==> config.mk <==
export PLATFORM = sky130hd
export DESIGN_NAME = dstore_buffer_flat
export DESIGN_NICKNAME = d
export VERILOG_FILES = /design/src/rtl/dcache_pkg.sv /design/src/rtl/dstore_buffer_if.sv /design/src/rtl/dsb_overlap.sv /design/src/rtl/register.sv /design/src/rtl/dstore_buffer.sv /design/src/flat_wrapper.sv
export SDC_FILE = /design/constraint.sdc
export NUM_CORES = 1
export LEC_CHECK = 0
export CORE_MARGIN = 5
export CORE_UTILIZATION = 46
export DETAILED_ROUTE_END_ITERATION = 10
export PLACE_DENSITY = 0.67
export SKIP_CTS_REPAIR_TIMING = 1
export SLEW_MARGIN = 20
export SYNTH_ARGS = -nofsm -noshare
export SYNTH_HDL_FRONTEND = slang
export SYNTH_SLANG_ARGS = --single-unit
==> constraint.sdc <==
create_clock -name clk -period 6.5 [get_ports clk]
set_clock_uncertainty 0.2 [all_clocks]
set_input_delay 1.3 -clock clk [delete_from_list [all_inputs] [get_ports clk]]
set_output_delay 1.3 -clock clk [all_outputs]
set_load 0.05 [all_outputs]
==> src/rtl/dcache_pkg.sv <==
// Shared constants and types for the data-cache store path.
package dcache_pkg;
  localparam logic SZ_4B   = 1'b0;
  localparam logic SZ_8B   = 1'b1;
  localparam int   BLK_LSB = 3;

  typedef struct packed {
    logic        size;
    logic [31:0] addr;
    logic [63:0] data;
  } st_entry_t;

  localparam int ENTRY_W = $bits(st_entry_t);

  // Block index of the last byte touched; the add wraps mod 2^32 on purpose.
  function automatic logic [31-BLK_LSB:0] blk_last(input logic [31:0] addr, input logic size);
    logic [31:0] last_byte;
    last_byte = addr + ((size == SZ_8B) ? 32'd7 : 32'd3);
    return last_byte[31:BLK_LSB];
  endfunction
endpackage

==> src/rtl/dstore_buffer_if.sv <==
// Store-in, cache-write-out and load-check signals of the store buffer.
interface dstore_buffer_if #(parameter int PTR_W = 2);
  logic             st_valid;
  logic             st_ready;
  logic [31:0]      st_address;
  logic [63:0]      st_data;
  logic             st_size;
  logic             wr_req_valid;
  logic             wr_req_ready;
  logic [31:0]      wr_req_address;
  logic [63:0]      wr_req_data;
  logic             wr_size_out;
  logic [31:0]      ld_chk_address;
  logic             ld_chk_size;
  logic             ld_conflict;
  logic [PTR_W:0]   count;
  logic             empty;

  modport slave (
    input  st_valid, st_address, st_data, st_size, wr_req_ready, ld_chk_address, ld_chk_size,
    output st_ready, wr_req_valid, wr_req_address, wr_req_data, wr_size_out, ld_conflict,
           count, empty
  );

  modport master (
    output st_valid, st_address, st_data, st_size, wr_req_ready, ld_chk_address, ld_chk_size,
    input  st_ready, wr_req_valid, wr_req_address, wr_req_data, wr_size_out, ld_conflict,
           count, empty
  );
endinterface

==> src/rtl/dsb_overlap.sv <==
// Conservative 8-byte-block overlap test between two (address, size) accesses.
module dsb_overlap import dcache_pkg::*; (
  input  logic [31:0] i_a_addr,
  input  logic        i_a_size,
  input  logic [31:0] i_b_addr,
  input  logic        i_b_size,
  output logic        o_overlap
);
  logic [31-BLK_LSB:0] w_a_first, w_a_last, w_b_first, w_b_last;

  assign w_a_first = i_a_addr[31:BLK_LSB];
  assign w_a_last  = blk_last(i_a_addr, i_a_size);
  assign w_b_first = i_b_addr[31:BLK_LSB];
  assign w_b_last  = blk_last(i_b_addr, i_b_size);

  assign o_overlap = (w_a_first == w_b_first) | (w_a_first == w_b_last) |
                     (w_a_last  == w_b_first) | (w_a_last  == w_b_last);
endmodule

==> src/rtl/register.sv <==
// Enabled register cell; HAS_RESET=0 builds a storage flop with no reset.
module register #(
  parameter int               WIDTH     = 1,
  parameter logic [WIDTH-1:0] RESET_VAL = '0,
  parameter bit               HAS_RESET = 1'b1
) (
  input  logic             clk,
  input  logic             reset,
  input  logic             i_en,
  input  logic [WIDTH-1:0] i_d,
  output logic [WIDTH-1:0] o_q
);
  logic [WIDTH-1:0] r_q;
  logic             w_unused_reset;

  assign w_unused_reset = reset;
  assign o_q            = r_q;

  generate
    if (HAS_RESET) begin : g_rst
      always_ff @(posedge clk or negedge reset) begin
        if (!reset) begin
          r_q <= RESET_VAL;
        end else if (i_en) begin
          r_q <= i_d;
        end
      end
    end else begin : g_norst
      always_ff @(posedge clk) begin
        if (i_en) begin
          r_q <= i_d;
        end
      end
    end
  endgenerate
endmodule

==> src/rtl/dstore_buffer.sv <==
// In-order store queue feeding the dcache write port, with load-overlap detection.
module dstore_buffer import dcache_pkg::*; #(
  parameter int DEPTH = 4,
  parameter int PTR_W = 2
) (
  input  logic             clk,
  input  logic             reset,
  dstore_buffer_if.slave   bus
);
  logic [PTR_W-1:0] r_head, r_tail;
  logic [PTR_W:0]   r_count;
  logic [PTR_W:0]   w_count_nxt;
  logic             w_full, w_empty, w_push, w_pop;
  st_entry_t        w_st_entry, w_head_entry;
  st_entry_t        w_entry_q [DEPTH];
  logic [DEPTH-1:0] w_occ;
  logic [DEPTH:0]   w_hit;

  assign w_full  = (r_count == (PTR_W+1)'(DEPTH));
  assign w_empty = (r_count == '0);
  assign w_push  = bus.st_valid & ~w_full;
  assign w_pop   = ~w_empty & bus.wr_req_ready;

  assign w_count_nxt = r_count + {{PTR_W{1'b0}}, w_push} - {{PTR_W{1'b0}}, w_pop};

  assign w_st_entry.size = bus.st_size;
  assign w_st_entry.addr = bus.st_address;
  assign w_st_entry.data = bus.st_data;

  register #(.WIDTH(PTR_W)) u_head (
    .clk(clk), .reset(reset), .i_en(w_pop), .i_d(r_head + PTR_W'(1)), .o_q(r_head)
  );

  register #(.WIDTH(PTR_W)) u_tail (
    .clk(clk), .reset(reset), .i_en(w_push), .i_d(r_tail + PTR_W'(1)), .o_q(r_tail)
  );

  register #(.WIDTH(PTR_W+1)) u_count (
    .clk(clk), .reset(reset), .i_en(1'b1), .i_d(w_count_nxt), .o_q(r_count)
  );

  // An entry is occupied when its distance from head is below the count.
  for (genvar i = 0; i < DEPTH; i++) begin : g_entry
    logic [PTR_W-1:0] w_rel;

    register #(.WIDTH(ENTRY_W), .HAS_RESET(1'b0)) u_entry (
      .clk(clk), .reset(reset), .i_en(w_push && (r_tail == PTR_W'(i))),
      .i_d(w_st_entry), .o_q(w_entry_q[i])
    );

    assign w_rel    = PTR_W'(i) - r_head;
    assign w_occ[i] = ({1'b0, w_rel} < r_count);

    dsb_overlap u_ovl (
      .i_a_addr(bus.ld_chk_address), .i_a_size(bus.ld_chk_size),
      .i_b_addr(w_entry_q[i].addr),  .i_b_size(w_entry_q[i].size),
      .o_overlap(w_hit[i])
    );
  end

  dsb_overlap u_ovl_in (
    .i_a_addr(bus.ld_chk_address), .i_a_size(bus.ld_chk_size),
    .i_b_addr(bus.st_address),     .i_b_size(bus.st_size),
    .o_overlap(w_hit[DEPTH])
  );

  assign bus.ld_conflict = |(w_hit & {w_push, w_occ});

  // Storage is never cleared, so the head view is forced to zero while empty.
  assign w_head_entry       = w_entry_q[r_head];
  assign bus.wr_req_valid   = ~w_empty;
  assign bus.wr_req_address = w_empty ? '0 : w_head_entry.addr;
  assign bus.wr_req_data    = w_empty ? '0 : w_head_entry.data;
  assign bus.wr_size_out    = w_empty ? SZ_4B : w_head_entry.size;
  assign bus.st_ready       = ~w_full;
  assign bus.empty          = w_empty;
  assign bus.count          = r_count;
endmodule
==> src/flat_wrapper.sv <==
// flat-port wrapper written by rule: the top's interface ports become plain ports
module dstore_buffer_flat import dcache_pkg::*;
#(
  parameter int DEPTH = 4,
  parameter int PTR_W = 2
)
  (clk, reset, bus_st_valid, bus_st_address, bus_st_data, bus_st_size, bus_wr_req_ready, bus_ld_chk_address, bus_ld_chk_size, bus_st_ready, bus_wr_req_valid, bus_wr_req_address, bus_wr_req_data, bus_wr_size_out, bus_ld_conflict, bus_count, bus_empty);
  dstore_buffer_if #(.PTR_W(PTR_W)) bus_i ();
  input  logic clk;
  input  logic reset;
  input wire logic [$bits(bus_i.st_valid)-1:0] bus_st_valid;
  input wire logic [$bits(bus_i.st_address)-1:0] bus_st_address;
  input wire logic [$bits(bus_i.st_data)-1:0] bus_st_data;
  input wire logic [$bits(bus_i.st_size)-1:0] bus_st_size;
  input wire logic [$bits(bus_i.wr_req_ready)-1:0] bus_wr_req_ready;
  input wire logic [$bits(bus_i.ld_chk_address)-1:0] bus_ld_chk_address;
  input wire logic [$bits(bus_i.ld_chk_size)-1:0] bus_ld_chk_size;
  output wire logic [$bits(bus_i.st_ready)-1:0] bus_st_ready;
  output wire logic [$bits(bus_i.wr_req_valid)-1:0] bus_wr_req_valid;
  output wire logic [$bits(bus_i.wr_req_address)-1:0] bus_wr_req_address;
  output wire logic [$bits(bus_i.wr_req_data)-1:0] bus_wr_req_data;
  output wire logic [$bits(bus_i.wr_size_out)-1:0] bus_wr_size_out;
  output wire logic [$bits(bus_i.ld_conflict)-1:0] bus_ld_conflict;
  output wire logic [$bits(bus_i.count)-1:0] bus_count;
  output wire logic [$bits(bus_i.empty)-1:0] bus_empty;
  assign bus_i.st_valid = bus_st_valid;
  assign bus_i.st_address = bus_st_address;
  assign bus_i.st_data = bus_st_data;
  assign bus_i.st_size = bus_st_size;
  assign bus_i.wr_req_ready = bus_wr_req_ready;
  assign bus_i.ld_chk_address = bus_ld_chk_address;
  assign bus_i.ld_chk_size = bus_ld_chk_size;
  assign bus_st_ready = bus_i.st_ready;
  assign bus_wr_req_valid = bus_i.wr_req_valid;
  assign bus_wr_req_address = bus_i.wr_req_address;
  assign bus_wr_req_data = bus_i.wr_req_data;
  assign bus_wr_size_out = bus_i.wr_size_out;
  assign bus_ld_conflict = bus_i.ld_conflict;
  assign bus_count = bus_i.count;
  assign bus_empty = bus_i.empty;
  dstore_buffer #(.DEPTH(DEPTH), .PTR_W(PTR_W)) u_core (.clk(clk), .reset(reset), .bus(bus_i));
endmodule
**Word-level counts from Yosys, hierarchy flattened**

Cells that the tools add are included.

- Equal/unequal tests: 24
- Order comparisons: 5
- Multiplexer cells: 12
- Reductions and logical operators: 7
- Bitwise logic cells: 21
- Add/subtract/negate cells: 14

Operators by type and width:

| cell | count |
|---|---|
| 29-bit == test | 20 |
| 97-bit binary-select mux with 2-bit select | 1 |
| 97-bit two-way mux | 2 |
| 32-bit by 3-bit adder with 32-bit output | 6 |
| 64-bit two-way mux | 1 |
| 32-bit two-way mux | 1 |
| 3-bit two-way mux | 6 |
| 1-bit OR | 15 |
| 2-bit by 3-bit less-than comparator with 1-bit output | 4 |
| 5-bit bitwise AND | 1 |
| 5-bit OR reduction | 1 |
| 2-bit by 1-bit adder with 2-bit output (second input constant) | 2 |
| 2-bit == test (second input constant) | 2 |
| 1-bit logical AND | 4 |
| 1-bit by 2-bit subtractor with 2-bit output (first input constant) | 2 |
| 2-bit subtractor (first input constant) | 2 |
| 3-bit by 1-bit adder with 3-bit output | 1 |
| 3-bit == test (second input constant) | 1 |
| 3-bit >= comparator (second input constant) | 1 |
| 3-bit zero test | 1 |
| 2-bit inverter with 3-bit output | 1 |
| 3-bit by 1-bit subtractor with 3-bit output | 1 |
| 1-bit bitwise AND | 2 |
| 2-bit by 1-bit == test with 1-bit output (second input constant) | 1 |
| 3 further kinds | 4 |

- Register bits: 395
- Bits of input ports: 134
- Logic and storage cells: 90
- Output and inout bits: 104

**Logic depth before layout (Yosys ltp)**

Gate-level depths: netlist of the first run.

- Depth after elaboration: 8
- Gate-level depth with buffers: 14
- Depth with buffers taken out: 12

**By module**

From an unflattened synthesis of the first run, not the netlist that was laid out.

- Cells, all modules: 2168
- Area total of the unflattened synthesis: 25320.5 sq um

Modules (own cells, without submodules):

| module | area an instance (sq um) | cells each | times used | sequential area each (sq um) |
|---|---|---|---|---|
| register at u_core.g_entry[0].u_entry ... | 2912.8 | 97 | 4 | 2912.8 |
| dsb_overlap | 2015.7 | 298 | 5 | 0.0 |
| dstore_buffer | 3337.0 | 276 | 1 | 0.0 |
| register at u_core.u_head ... | 72.6 | 4 | 2 | 50.0 |
| register at u_core.u_count | 108.9 | 6 | 1 | 75.1 |

**Least setup slack after synthesis of the first run**

OpenSTA, ideal clock, no wires.

- Path type: input -> output
- Start point: in bus_ld_chk_size
- End point: out bus_ld_conflict
- Path buffers: 0
- Data arrival time: 4.357 ns
- Data required time: 5.000 ns
- Stages on the path: 11
- Path slack: 0.643 ns
- Cell sequence: ha_1 -> o21a_1 -> o2111ai_4 -> nor3_2 -> mux2_2 -> or4_1 -> nor4_1 -> nand4_1 -> nand4_1 -> a311o_1 -> or4_1

- Longest elaborated chain between the ends: 7
- Elaborated cells between the ends (all ways): 24
- Those cells by class: 1 x add/sub; 10 x eq/ne; 1 x mux; 11 x bitwise; 1 x reduce/logical

RTL lines:

| item | RTL line | RTL |
|---|---|---|
| from (decl) | flat_wrapper.sv:17 | `input wire logic [$bits(bus_i.ld_chk_size)-1:0] bus_ld_chk_size;` |
| 3-bit two-way mux * | dcache_pkg.sv:18 | `last_byte = addr + ((size == SZ_8B) ? 32'd7 : 32'd3);` |
| 32-bit by 3-bit adder with 32-bit output * | dcache_pkg.sv:18 |  |
| 29-bit == test | dsb_overlap.sv:17 | `(w_a_last == w_b_first) \| (w_a_last == w_b_last);` |
| 1-bit OR | dsb_overlap.sv:16 | `assign o_overlap = (w_a_first == w_b_first) \| (w_a_first == w_b_last) \|` |
| 1-bit OR | dsb_overlap.sv:17 |  |
| 5-bit bitwise AND * | dstore_buffer.sv:67 | `assign bus.ld_conflict = \|(w_hit & {w_push, w_occ});` |
| 5-bit OR reduction * | dstore_buffer.sv:67 |  |
| to (decl) | flat_wrapper.sv:23 | `output wire logic [$bits(bus_i.ld_conflict)-1:0] bus_ld_conflict;` |

Mark *: on every way between the ends. The rest lies on a longest branch, timed or not.

**Final worst setup path of the first run**

Ends and elaborated chain as after synthesis.

==> reports/summary.txt, run 1 <==
SYNTH
--------------------------------------------------------------------------------------
Number of distinct standard cells referenced by the synthesized netlist .           89
Async set-reset flop share out of synthesis .............................        1.77%
Ys Warns ................................................................            0
Mean area per synthesized cell ..........................................     12.2 µm²
Register bit count reported by yosys ....................................          395
Most common flop cell mapped by yosys ...................................     edfxtp_1
Cell Area, Synth ........................................................   0.0236 mm²
Gate count after technology mapping .....................................        1,941
Nets in the synthesized netlist .........................................        2,092
Sequential share of the synthesized area ................................        50.1%
Post-synth EDFFs ........................................................          388

PLACED DESIGN
--------------------------------------------------------------------------------------
Input/output buffers ....................................................          237
Gp weighted congestion ..................................................         1.05
Post-Place Cells ........................................................        2,935
Half-perimeter wire length of the detailed placement result .............    66,800 µm
Setup WS pre-CTS ........................................................  -0.00197 ns

POWER AND IR DROP
--------------------------------------------------------------------------------------
Combinational power share ...............................................        50.4%
Share of power burned in registers ......................................        31.0%
Worst vdd ir ............................................................     0.432 mV
Switching component of the power ........................................    0.00525 W
Static leakage power ....................................................      9.71 nW
Clock Power Share .......................................................        18.6%
Net switching share of the total power ..................................        42.9%
P per Cell Area .........................................................   419 mW/mm²
Internal power of the cells .............................................    0.00699 W

SETUP PATH
--------------------------------------------------------------------------------------
Startpoint class of the critical path ...................................   input port
Biggest fanout along the worst timing path ..............................            7
Arrival time worst endpoint .............................................      4.85 ns
Type of element capturing the critical path ............................. primary output
Type of the worst setup path ............................................ input port to primary output
First element of the critical path ...................................... bus_ld_chk_size
Critical path data required time ........................................      5.00 ns
Reg2Reg Launch Point .................................................... u_core.u_count.o_q[2]$_DFF_PN0_

DIE
--------------------------------------------------------------------------------------
Cell Rows ...............................................................           83
Area enclosed by the die boundary .......................................   0.0560 mm²
Number of top-level pins ................................................          238
Horizontal die dimension ................................................       237 µm
Core Box Area ...........................................................   0.0511 mm²
Vertical die dimension ..................................................       237 µm
Starting Density ........................................................        46.2%

CLOCKING
--------------------------------------------------------------------------------------
Worst-Skew Late Latency .................................................      0.57 ns
Clock buffer count from CTS .............................................           40
Master cell of the clock root buffer ....................................    clkbuf_16
Number of sinks handled by clock tree synthesis .........................          395
H-tree lvl count ........................................................            2
TritonCTS clock tree ....................................................          yes
CTS clk-pin slew, worst paths ...........................................      0.06 ns
Bufs on Longest Clock Path ..............................................            3

DRT
--------------------------------------------------------------------------------------
Drt total wl ............................................................    87,000 µm
Pre-Repair DR Iteration Count ...........................................            5
Average routed wire per standard cell ...................................      28.9 µm
Count of nets left with antenna violations after detail routing .........            0
Drc violations ..........................................................            0
Average via count per standard cell .....................................         6.22
1st-iter DRT viols ......................................................        1,990
Count of vias placed by the detailed router .............................        18.7k

TIMING
--------------------------------------------------------------------------------------
Final WS setup ..........................................................     0.150 ns
Final Cycle Share .......................................................        97.7%
Worst slew pin tran .....................................................      1.06 ns
Slew Limit Fails ........................................................            0
Max-Slew Margin vs Limit ................................................        29.0%
Final Setup Violations ..................................................            0
Number of hold violations in the final report ...........................            0
Period minus WS final ...................................................      6.35 ns
RSZ-0062 raised after global routing ....................................           no
Peak clock frequency supported by timing ................................      157 MHz

GRT
--------------------------------------------------------------------------------------
GR Overflow Total .......................................................            0
Total track usage .......................................................        30.1%
Maximum number of pins on one net before global-route repair ............           75
First-pass GRT wire length ..............................................   126,000 µm
Number of antenna violations at the first check in global routing .......            6
Vias in the first global route ..........................................        18.4k

HOLD PATH
--------------------------------------------------------------------------------------
Hold crit path type ..................................................... flip-flop to flip-flop
Source of the worst hold timing path .................................... u_core.u_count.o_q[1]$_DFF_PN0_

LAYOUT
--------------------------------------------------------------------------------------
Area added between synthesis and finish .................................        23.9%
Fillers .................................................................        4,318
Nets ....................................................................        2,451
Final std cells w/o fill ................................................        3,012
Share of post-route cells with drive strength above 1 ...................        17.0%

JOB
--------------------------------------------------------------------------------------
Maximum capacitance violations ..........................................            0

STATUS
--------------------------------------------------------------------------------------
Status .................................................................. complete, no violations

-- area by class of cell --
type	instances	area, µm²	area share, %
inverter	38	143	0.488
sequential	395	11800	40.4
multi-input combinational	1402	11300	38.5
tap	680	851	2.91
clock inverter	22	274	0.937
timing repair buffer	423	3850	13.2
clock buffer	50	1040	3.55
antenna	2	5.00	0.0171
-- layer usage --
layer  wire (µm)  track usage (%)  up-vias
met5          24                0        -
met4        4570             12.5        4
met3        7830             6.04      220
met2       40500             48.5      985
met1       34100             40.3     9354
li1            -                -     8159
-- cell usage in the layout (no fill, tap or decap), drive strengths merged, types with 38 or more instances in the layout --
master | netlist | layout
clkbuf | 60 | 50
edfxtp | 388 | 388
clkdlybuf4s50 | 0 | 236
nand2 | 112 | 112
a21oi | 60 | 60
nand3 | 66 | 66
nor2 | 79 | 79
mux4 | 97 | 97
nor3 | 60 | 60
nor4 | 52 | 52
xnor2 | 211 | 211
o21ai | 67 | 67
xor2 | 104 | 104
buf | 46 | 187
inv | 37 | 38
nand4 | 65 | 65
and2 | 106 | 106
-- critical path, cell delays in order --
cell,delay (ns)
clkdlybuf4s50_1,0.41
ha_1,0.33
o21ai_1,0.38
a21oi_1,0.33
buf_4,0.24
o211ai_1,0.14
o311ai_0,0.23
nand2_1,0.20
nor4_1,0.09
nand4_1,0.14
nand4_1,0.14
a311o_1,0.30
or4_4,0.45
buf_12,0.17
-- final timing paths --
path,end,slack (ns),depth (start not counted)
max,bus_ld_conflict,0.15,14
min,u_core.u_count.o_q[2]$_DFF_PN0_,0.40,1
max reg2reg,u_core.u_count.o_q[2]$_DFF_PN0_,3.27,9
min reg2reg,u_core.u_count.o_q[2]$_DFF_PN0_,0.40,1
max in group asynchronous,u_core.u_head.o_q[0]$_DFFE_PN0P_,5.05,1
min in group asynchronous,u_core.u_count.o_q[2]$_DFF_PN0_,0.78,1
-- power by group through the flow --
stage	logic [W]	registers (W)	clock network, W
5_1_grt	0.00648	0.00384	0.00244
2_1_floorplan	0.00410	0.00365	0
6_report	0.00618	0.00379	0.00228
3_5_place_dp	0.00616	0.00384	0
4_1_cts	0.00620	0.00379	0.00232
3_3_place_gp	0.00615	0.00380	0
-- cells by family after synthesis --
logic type	share of synthesized area, %
compound gates	7.57
simple gates	16.9
flops	50.1
mux	10.1
fa+ha+maj	0.975
xor+xnor	11.9
buf+inv	2.51
-- metrics by stage --
step | hold slack, ns | util (%) | area (µm²) | TNS [ns] | power (W)
floorplan | 0.380 | - | 23600 | 0 | 0.00775
global placement | 0.388 | 54.5 | 27800 | -0.00570 | 0.00996
detailed placement | 0.399 | 54.5 | 27800 | -0.00197 | 0.00999
CTS | 0.411 | 57.1 | 29200 | -0.00904 | 0.0123
global route | 0.444 | 57.3 | 29300 | 0 | 0.0128
finish | 0.398 | 57.3 | 29300 | 0 | 0.0122
-- cell usage after synthesis, types with 6 or more instances --
cell	number	share of area [%]
nor4b_1	7	0.26
nand2_1	112	1.8
clkbuf_1	59	0.94
a21oi_1	60	1.3
xnor2_1	211	7.8
mux2i_1	14	0.59
nand2b_1	13	0.34
and4_1	21	0.78
edfxtp_1	388	49
xor2_1	104	3.9
and3_1	29	0.77
ha_1	16	0.85
nand4_1	64	1.7
o211ai_1	11	0.35
nor4_1	44	1.2
and2_1	106	2.8
or2_2	9	0.24
nor3b_1	11	0.35
dfrtp_1	7	0.74
inv_1	37	0.59
buf_1	21	0.33
nor3_2	6	0.25
mux4_2	97	9.3
o21a_1	15	0.48
o21ai_0	66	1.4
or4_1	14	0.45
o22ai_1	8	0.21
a31oi_1	14	0.37
buf_2	20	0.42
nand4b_1	9	0.33
or3_1	12	0.32
o31ai_1	9	0.29
nor2_1	79	1.3
nand3_1	66	1.4
nor3_1	53	1.1
a211oi_1	11	0.35
o2111ai_1	8	0.30
-- registers in the layout, indices dropped and copies added (netlist names) --
| name | cells |
|---|---|
| u_core.g_entry.u_entry.o_q | 388 |
| u_core.u_count.o_q | 3 |
| u_core.u_head.o_q | 2 |
| u_core.u_tail.o_q | 2 |
Note: power is estimated with default switching activity, not from simulation.
==> inputs of run 2 (changes only) <==
Settings changed: SLEW_MARGIN 20 to default.
Clock period 6.5 ns to 7.2 ns, I/O delays scaled along.
==> run 2 against run 1 <==
Against the previous run:
- flip-flop and latch count did not move
- worst hold slack improved by 0.025 ns
- wire length rose by 1.3%
- power fell by 9.9%
- global-route usage rose by 0.52 points
- combinational power fell by 11%
- critical path type unchanged
- sequential share of layout area rose by 0.70 points
- register-to-register slack improved by 0.38 ns
- final cell count fell by 1.8%
- cell area fell by 1.7%
- clock power fell by 8%
- first-iteration DRC count fell by 2.5%
==> reports/summary.txt, run 2 (synthesis results as in run 1) <==
LAYOUT
--------------------------------------------------------------------------------
Share of post-route cells with drive strength above 1 .............        15.0%
Largest register FFs ..............................................          388
Most frequent cells in the layout ................................. 388 x edfxtp_1, 236 x clkdlybuf4s50_1, 211 x xnor2_1
Nets ..............................................................        2,396
Diode count .......................................................            0
Most common cell after layout, fill and taps aside ................     edfxtp_1
Area added between synthesis and finish ...........................        21.8%

TIMING
--------------------------------------------------------------------------------
Number of hold violations in the final report .....................            0
RSZ-0062 raised after global routing ..............................           no
Peak clock frequency supported by timing ..........................      144 MHz
Final Setup Violations ............................................            0
Worst slew pin tran ...............................................      1.13 ns
Final Cycle Share .................................................        96.3%
Final WS setup ....................................................     0.266 ns
Slew Limit Fails ..................................................            0
Max-Slew Margin vs Limit ..........................................        24.0%
Period minus WS final .............................................      6.93 ns
Sum Neg Setup Slack ...............................................         0 ns

GRT
--------------------------------------------------------------------------------
Vias in the first global route ....................................        18.2k
First-pass GRT wire length ........................................   126,000 µm
Total track usage .................................................        30.7%
Number of antenna violations at the first check in global routing .            6
Maximum number of pins on one net before global-route repair ......           68
GR Overflow Total .................................................            0

DRT
--------------------------------------------------------------------------------
Count of nets left with antenna violations after detail routing ...            0
1st-iter DRT viols ................................................        1,941
Drc violations ....................................................            0
Count of vias placed by the detailed router .......................        18.3k
Pre-Repair DR Iteration Count .....................................            6
Average via count per standard cell ...............................         6.18
Average routed wire per standard cell .............................      29.8 µm
Drt total wl ......................................................    88,200 µm

HOLD PATH
--------------------------------------------------------------------------------
Hold Path Depth ...................................................            1
Worst Hold Endpoint ............................................... u_core.u_count.o_q[2]$_DFF_PN0_
Source of the worst hold timing path .............................. u_core.u_count.o_q[1]$_DFF_PN0_
Hold crit path type ............................................... flip-flop to flip-flop

CLOCKING
--------------------------------------------------------------------------------
H-tree lvl count ..................................................            2
Number of sinks handled by clock tree synthesis ...................          395
Bufs on Longest Clock Path ........................................            3
Master cell of the clock root buffer ..............................    clkbuf_16
Worst-Skew Late Latency ...........................................      0.57 ns
CTS clk-pin slew, worst paths .....................................      0.06 ns
TritonCTS clock tree ..............................................          yes
Clock buffer count from CTS .......................................           41

SETUP PATH
--------------------------------------------------------------------------------
R2R depth .........................................................           10
Worst R2R End ..................................................... u_core.u_count.o_q[2]$_DFF_PN0_
Critical path data required time ..................................      5.56 ns
Setup slack of the worst register-to-register path ................      3.65 ns
Arrival time worst endpoint .......................................      5.29 ns
Reg2Reg Launch Point .............................................. u_core.u_count.o_q[1]$_DFF_PN0_
Biggest fanout along the worst timing path ........................            7
Type of the worst setup path ...................................... input port to primary output
Type of element capturing the critical path ....................... primary output
Startpoint class of the critical path .............................   input port

PLACED DESIGN
--------------------------------------------------------------------------------
Setup WS pre-CTS ..................................................     0.245 ns
Input/output buffers ..............................................          237
Half-perimeter wire length of the detailed placement result .......    67,700 µm
Gp weighted congestion ............................................         1.02

DIE
--------------------------------------------------------------------------------
Core Box Area .....................................................   0.0511 mm²
Number of top-level pins ..........................................          238
Area enclosed by the die boundary .................................   0.0560 mm²
Horizontal die dimension ..........................................       237 µm
Vertical die dimension ............................................       237 µm
Cell Rows .........................................................           83
Starting Density ..................................................        46.2%

STATUS
--------------------------------------------------------------------------------
Status ............................................................ complete, no violations

POWER AND IR DROP
--------------------------------------------------------------------------------
Static leakage power ..............................................      9.40 nW
P per Cell Area ...................................................   384 mW/mm²
Worst vdd ir ......................................................     0.349 mV

JOB
--------------------------------------------------------------------------------
Maximum capacitance violations ....................................            0

==> run 2: metal layers <==
metal	share of wire, %	GRT usage [%]
met1	39	40.1
met2	47	49.5
met3	9.0	7.41
met4	4.8	12.5
met5	0.066	0
==> run 2: final cells by class <==
| cell class | instances | area (µm²) |
|---|---|---|
| Clock inverter | 31 | 284 |
| Inverter | 38 | 143 |
| Sequential cell | 395 | 11800 |
| Fill cell | 4329 | 22300 |
| Clock buffer | 44 | 1060 |
| Tap cell | 680 | 851 |
| Timing Repair Buffer | 367 | 3370 |
| Multi-Input combinational cell | 1402 | 11200 |
==> run 2: through the flow <==
step | util (%) | instance area [µm²] | total power, W | std cells | hold slack (ns)
4_1_cts | 56.3 | 28800 | 0.0111 | 2957 | 0.439
3_3_place_gp | 53.6 | 27400 | 0.00896 | 2882 | 0.397
2_1_floorplan | - | 23600 | 0.00700 | 1941 | 0.380
3_5_place_dp | 53.6 | 27400 | 0.00898 | 2882 | 0.426
5_1_grt | 56.3 | 28800 | 0.0115 | 2957 | 0.446
6_report | 56.3 | 28800 | 0.0110 | 2957 | 0.423
==> run 2: worst max-delay path by stage <==
| stage | from | end | slack (ns) | depth (start not counted) |
|---|---|---|---|---|
| 6_report | bus_ld_chk_size | bus_ld_conflict | 0.27 | 13 |
| 5_1_grt | bus_ld_chk_size | bus_ld_conflict | 0.11 | 14 |
| 4_1_cts | bus_ld_chk_address[2] | bus_ld_conflict | 0.25 | 13 |
| 3_5_place_dp | bus_ld_chk_address[2] | bus_ld_conflict | 0.24 | 13 |
| 3_3_place_gp | bus_st_size | bus_ld_conflict | 0.35 | 13 |
| 2_1_floorplan | bus_ld_chk_size | bus_ld_conflict | 1.06 | 11 |
==> run 2: where the power goes <==
group	switching (W)	internal, W	leakage, nW
logic	0.00346	0.00203	5.13
clock network	0.000914	0.00119	0.642
registers	0.000393	0.00305	3.63
total	0.00477	0.00627	9.40
==> run 2: critical path: stages <==
cell and delay (ns):
clkdlybuf4s50_1 0.40, ha_1 0.30, o21ai_1 0.41, a21boi_1 0.18, a21oi_1 0.58, a211oi_1 0.11
o21ai_0 0.44, nand3_1 0.18, or4_1 0.61, o41ai_1 0.11, a311o_1 0.16, or4_1 0.19
buf_12 0.16
==> inputs of run 3 (changes only) <==
Settings changed: CELL_PAD_IN_SITES_DETAIL_PLACEMENT from default to 1, CELL_PAD_IN_SITES_GLOBAL_PLACEMENT from default to 2, CORE_UTILIZATION 46 to 40, PLACE_DENSITY 0.67 to 0.82.
==> run 3 against run 2 <==
Against the previous run:
- final cell count rose by 3.3%
- worst setup slack got worse by 0.23 ns
- count of clock-buffer cells in the layout rose by 1
- worst hold slack improved by 0.026 ns
- critical path type unchanged
- highest routed layer unchanged
- sequential power rose by 1%
- largest power group unchanged
- largest cell class unchanged
==> reports/summary.txt, run 3 (synthesis results as in run 1) <==
GRT
--------------------------------------------------------------------------------
Number of antenna violations at the first check in global routing .            7
Vias in the first global route ....................................        19.5k
First-pass GRT wire length ........................................   139,000 µm
Maximum number of pins on one net before global-route repair ......           69
Total track usage .................................................        29.8%
GR Overflow Total .................................................            0

PLACED DESIGN
--------------------------------------------------------------------------------
Input/output buffers ..............................................          237
Setup WS pre-CTS ..................................................     0.210 ns
Gp weighted congestion ............................................        0.984
Half-perimeter wire length of the detailed placement result .......    75,800 µm

LAYOUT
--------------------------------------------------------------------------------
Area added between synthesis and finish ...........................        22.5%
Most common cell after layout, fill and taps aside ................     edfxtp_1
Most frequent cells in the layout ................................. 388 x edfxtp_1, 236 x clkdlybuf4s50_1, 211 x xnor2_1
Nets ..............................................................        2,400
Core Util, Final ..................................................        49.2%
Share of post-route cells with drive strength above 1 .............        15.1%
Largest register FFs ..............................................          388

SETUP PATH
--------------------------------------------------------------------------------
Startpoint class of the critical path .............................   input port
Type of the worst setup path ...................................... input port to primary output
Critical path data required time ..................................      5.56 ns
First element of the critical path ................................ bus_ld_chk_address[25]
Biggest fanout along the worst timing path ........................            7
Reg2Reg Launch Point .............................................. u_core.u_count.o_q[1]$_DFF_PN0_
R2R depth .........................................................           10
Type of element capturing the critical path ....................... primary output
Arrival time worst endpoint .......................................      5.53 ns
Setup slack of the worst register-to-register path ................      3.48 ns
Last element of the critical path ................................. bus_ld_conflict
Worst R2R End ..................................................... u_core.u_count.o_q[2]$_DFF_PN0_

DIE
--------------------------------------------------------------------------------
Vertical die dimension ............................................       253 µm
Core Box Area .....................................................   0.0588 mm²
Number of top-level pins ..........................................          238
Cell Rows .........................................................           89
Area enclosed by the die boundary .................................   0.0640 mm²
Starting Density ..................................................        40.2%
Horizontal die dimension ..........................................       253 µm

CLOCKING
--------------------------------------------------------------------------------
TritonCTS clock tree ..............................................          yes
Bufs on Longest Clock Path ........................................            3
H-tree lvl count ..................................................            2
Master cell of the clock root buffer ..............................    clkbuf_16
Number of sinks handled by clock tree synthesis ...................          395
Worst-Skew Late Latency ...........................................      0.58 ns
CTS clk-pin slew, worst paths .....................................      0.06 ns
Clock buffer count from CTS .......................................           41

TIMING
--------------------------------------------------------------------------------
Period minus WS final .............................................      7.17 ns
Max-Slew Margin vs Limit ..........................................        17.1%
Final Setup Violations ............................................            0
Number of hold violations in the final report .....................            0
Worst slew pin tran ...............................................      1.23 ns
Final Cycle Share .................................................        99.5%
Slew Limit Fails ..................................................            0
Final WS setup ....................................................    0.0328 ns
RSZ-0062 raised after global routing ..............................           no
Peak clock frequency supported by timing ..........................      140 MHz
Sum Neg Setup Slack ...............................................         0 ns
Post-Route Hold Slack .............................................     0.449 ns

DRT
--------------------------------------------------------------------------------
Average routed wire per standard cell .............................      31.9 µm
Average via count per standard cell ...............................         6.06
Count of vias placed by the detailed router .......................        18.5k
Pre-Repair DR Iteration Count .....................................            5
Count of nets left with antenna violations after detail routing ...            0
Drc violations ....................................................            0
1st-iter DRT viols ................................................        1,662
Drt total wl ......................................................    97,400 µm

POWER AND IR DROP
--------------------------------------------------------------------------------
Static leakage power ..............................................      9.46 nW
Overall power consumption .........................................     0.0113 W
P per Cell Area ...................................................   389 mW/mm²
Worst vdd ir ......................................................     0.341 mV

JOB
--------------------------------------------------------------------------------
Maximum capacitance violations ....................................            0

HOLD PATH
--------------------------------------------------------------------------------
Hold crit path type ............................................... flip-flop to flip-flop
Source of the worst hold timing path .............................. u_core.u_count.o_q[1]$_DFF_PN0_

STATUS
--------------------------------------------------------------------------------
Status ............................................................ complete, no violations

-- run 3: metal layers --
metal  global-route usage [%]  vias up  wire length (µm)
met5                        0        -                13
met4                     8.30        2              3070
met3                     5.24      121              7020
met2                     49.8      720             47100
met1                     40.4     9599             40100
li1                         -     8060                 -
-- run 3: area by class of cell --
class | count | area, µm²
Multi-Input combinational cell | 1402 | 11200
Timing Repair Buffer | 371 | 3390
Inverter | 38 | 143
Antenna cell | 2 | 5.00
Clock buffer | 45 | 1060
Sequential cell | 395 | 11800
Fill cell | 6067 | 29900
Tap cell | 773 | 967
Clock inverter | 28 | 315
-- run 3: how the worst min path moves through the flow --
stage	end	slack, ns	cells after the start
global route	u_core.u_count.o_q[2]$_DFF_PN0_	0.48	1
global placement	u_core.u_count.o_q[2]$_DFF_PN0_	0.39	1
detailed placement	u_core.u_count.o_q[2]$_DFF_PN0_	0.45	1
finish	u_core.u_count.o_q[2]$_DFF_PN0_	0.45	1
CTS	u_core.u_tail.o_q[0]$_DFFE_PN0P_	0.46	2
floorplan	u_core.u_tail.o_q[1]$_DFFE_PN0P_	0.38	2
-- run 3: worst max-delay path: stages --
cell and delay [ns]:
clkdlybuf4s50_1 0.67, buf_4 0.31, xnor2_1 0.79, xnor2_1 0.19, nand2_1 0.09, a21oi_1 0.18
nand2_1 0.06, a211oi_1 0.44, nand4_1 0.17, o41ai_1 0.70, or4_1 0.30, buf_12 0.15
-- run 3: metrics by stage --
stage                     instance area (µm²)  cells
final                                   28900   3054
after global routing                    28900   3053
after CTS                               28900   3052
after detailed placement                27500   2979
after global placement                  27500   2979
after floorplan                         23600   1941
-- run 3: power breakdown --
group	internal (W)	total [W]	switching [W]
Clock	0.00126	0.00215	0.000895
Combinational	0.00204	0.00563	0.00359
Sequential	0.00305	0.00348	0.000428
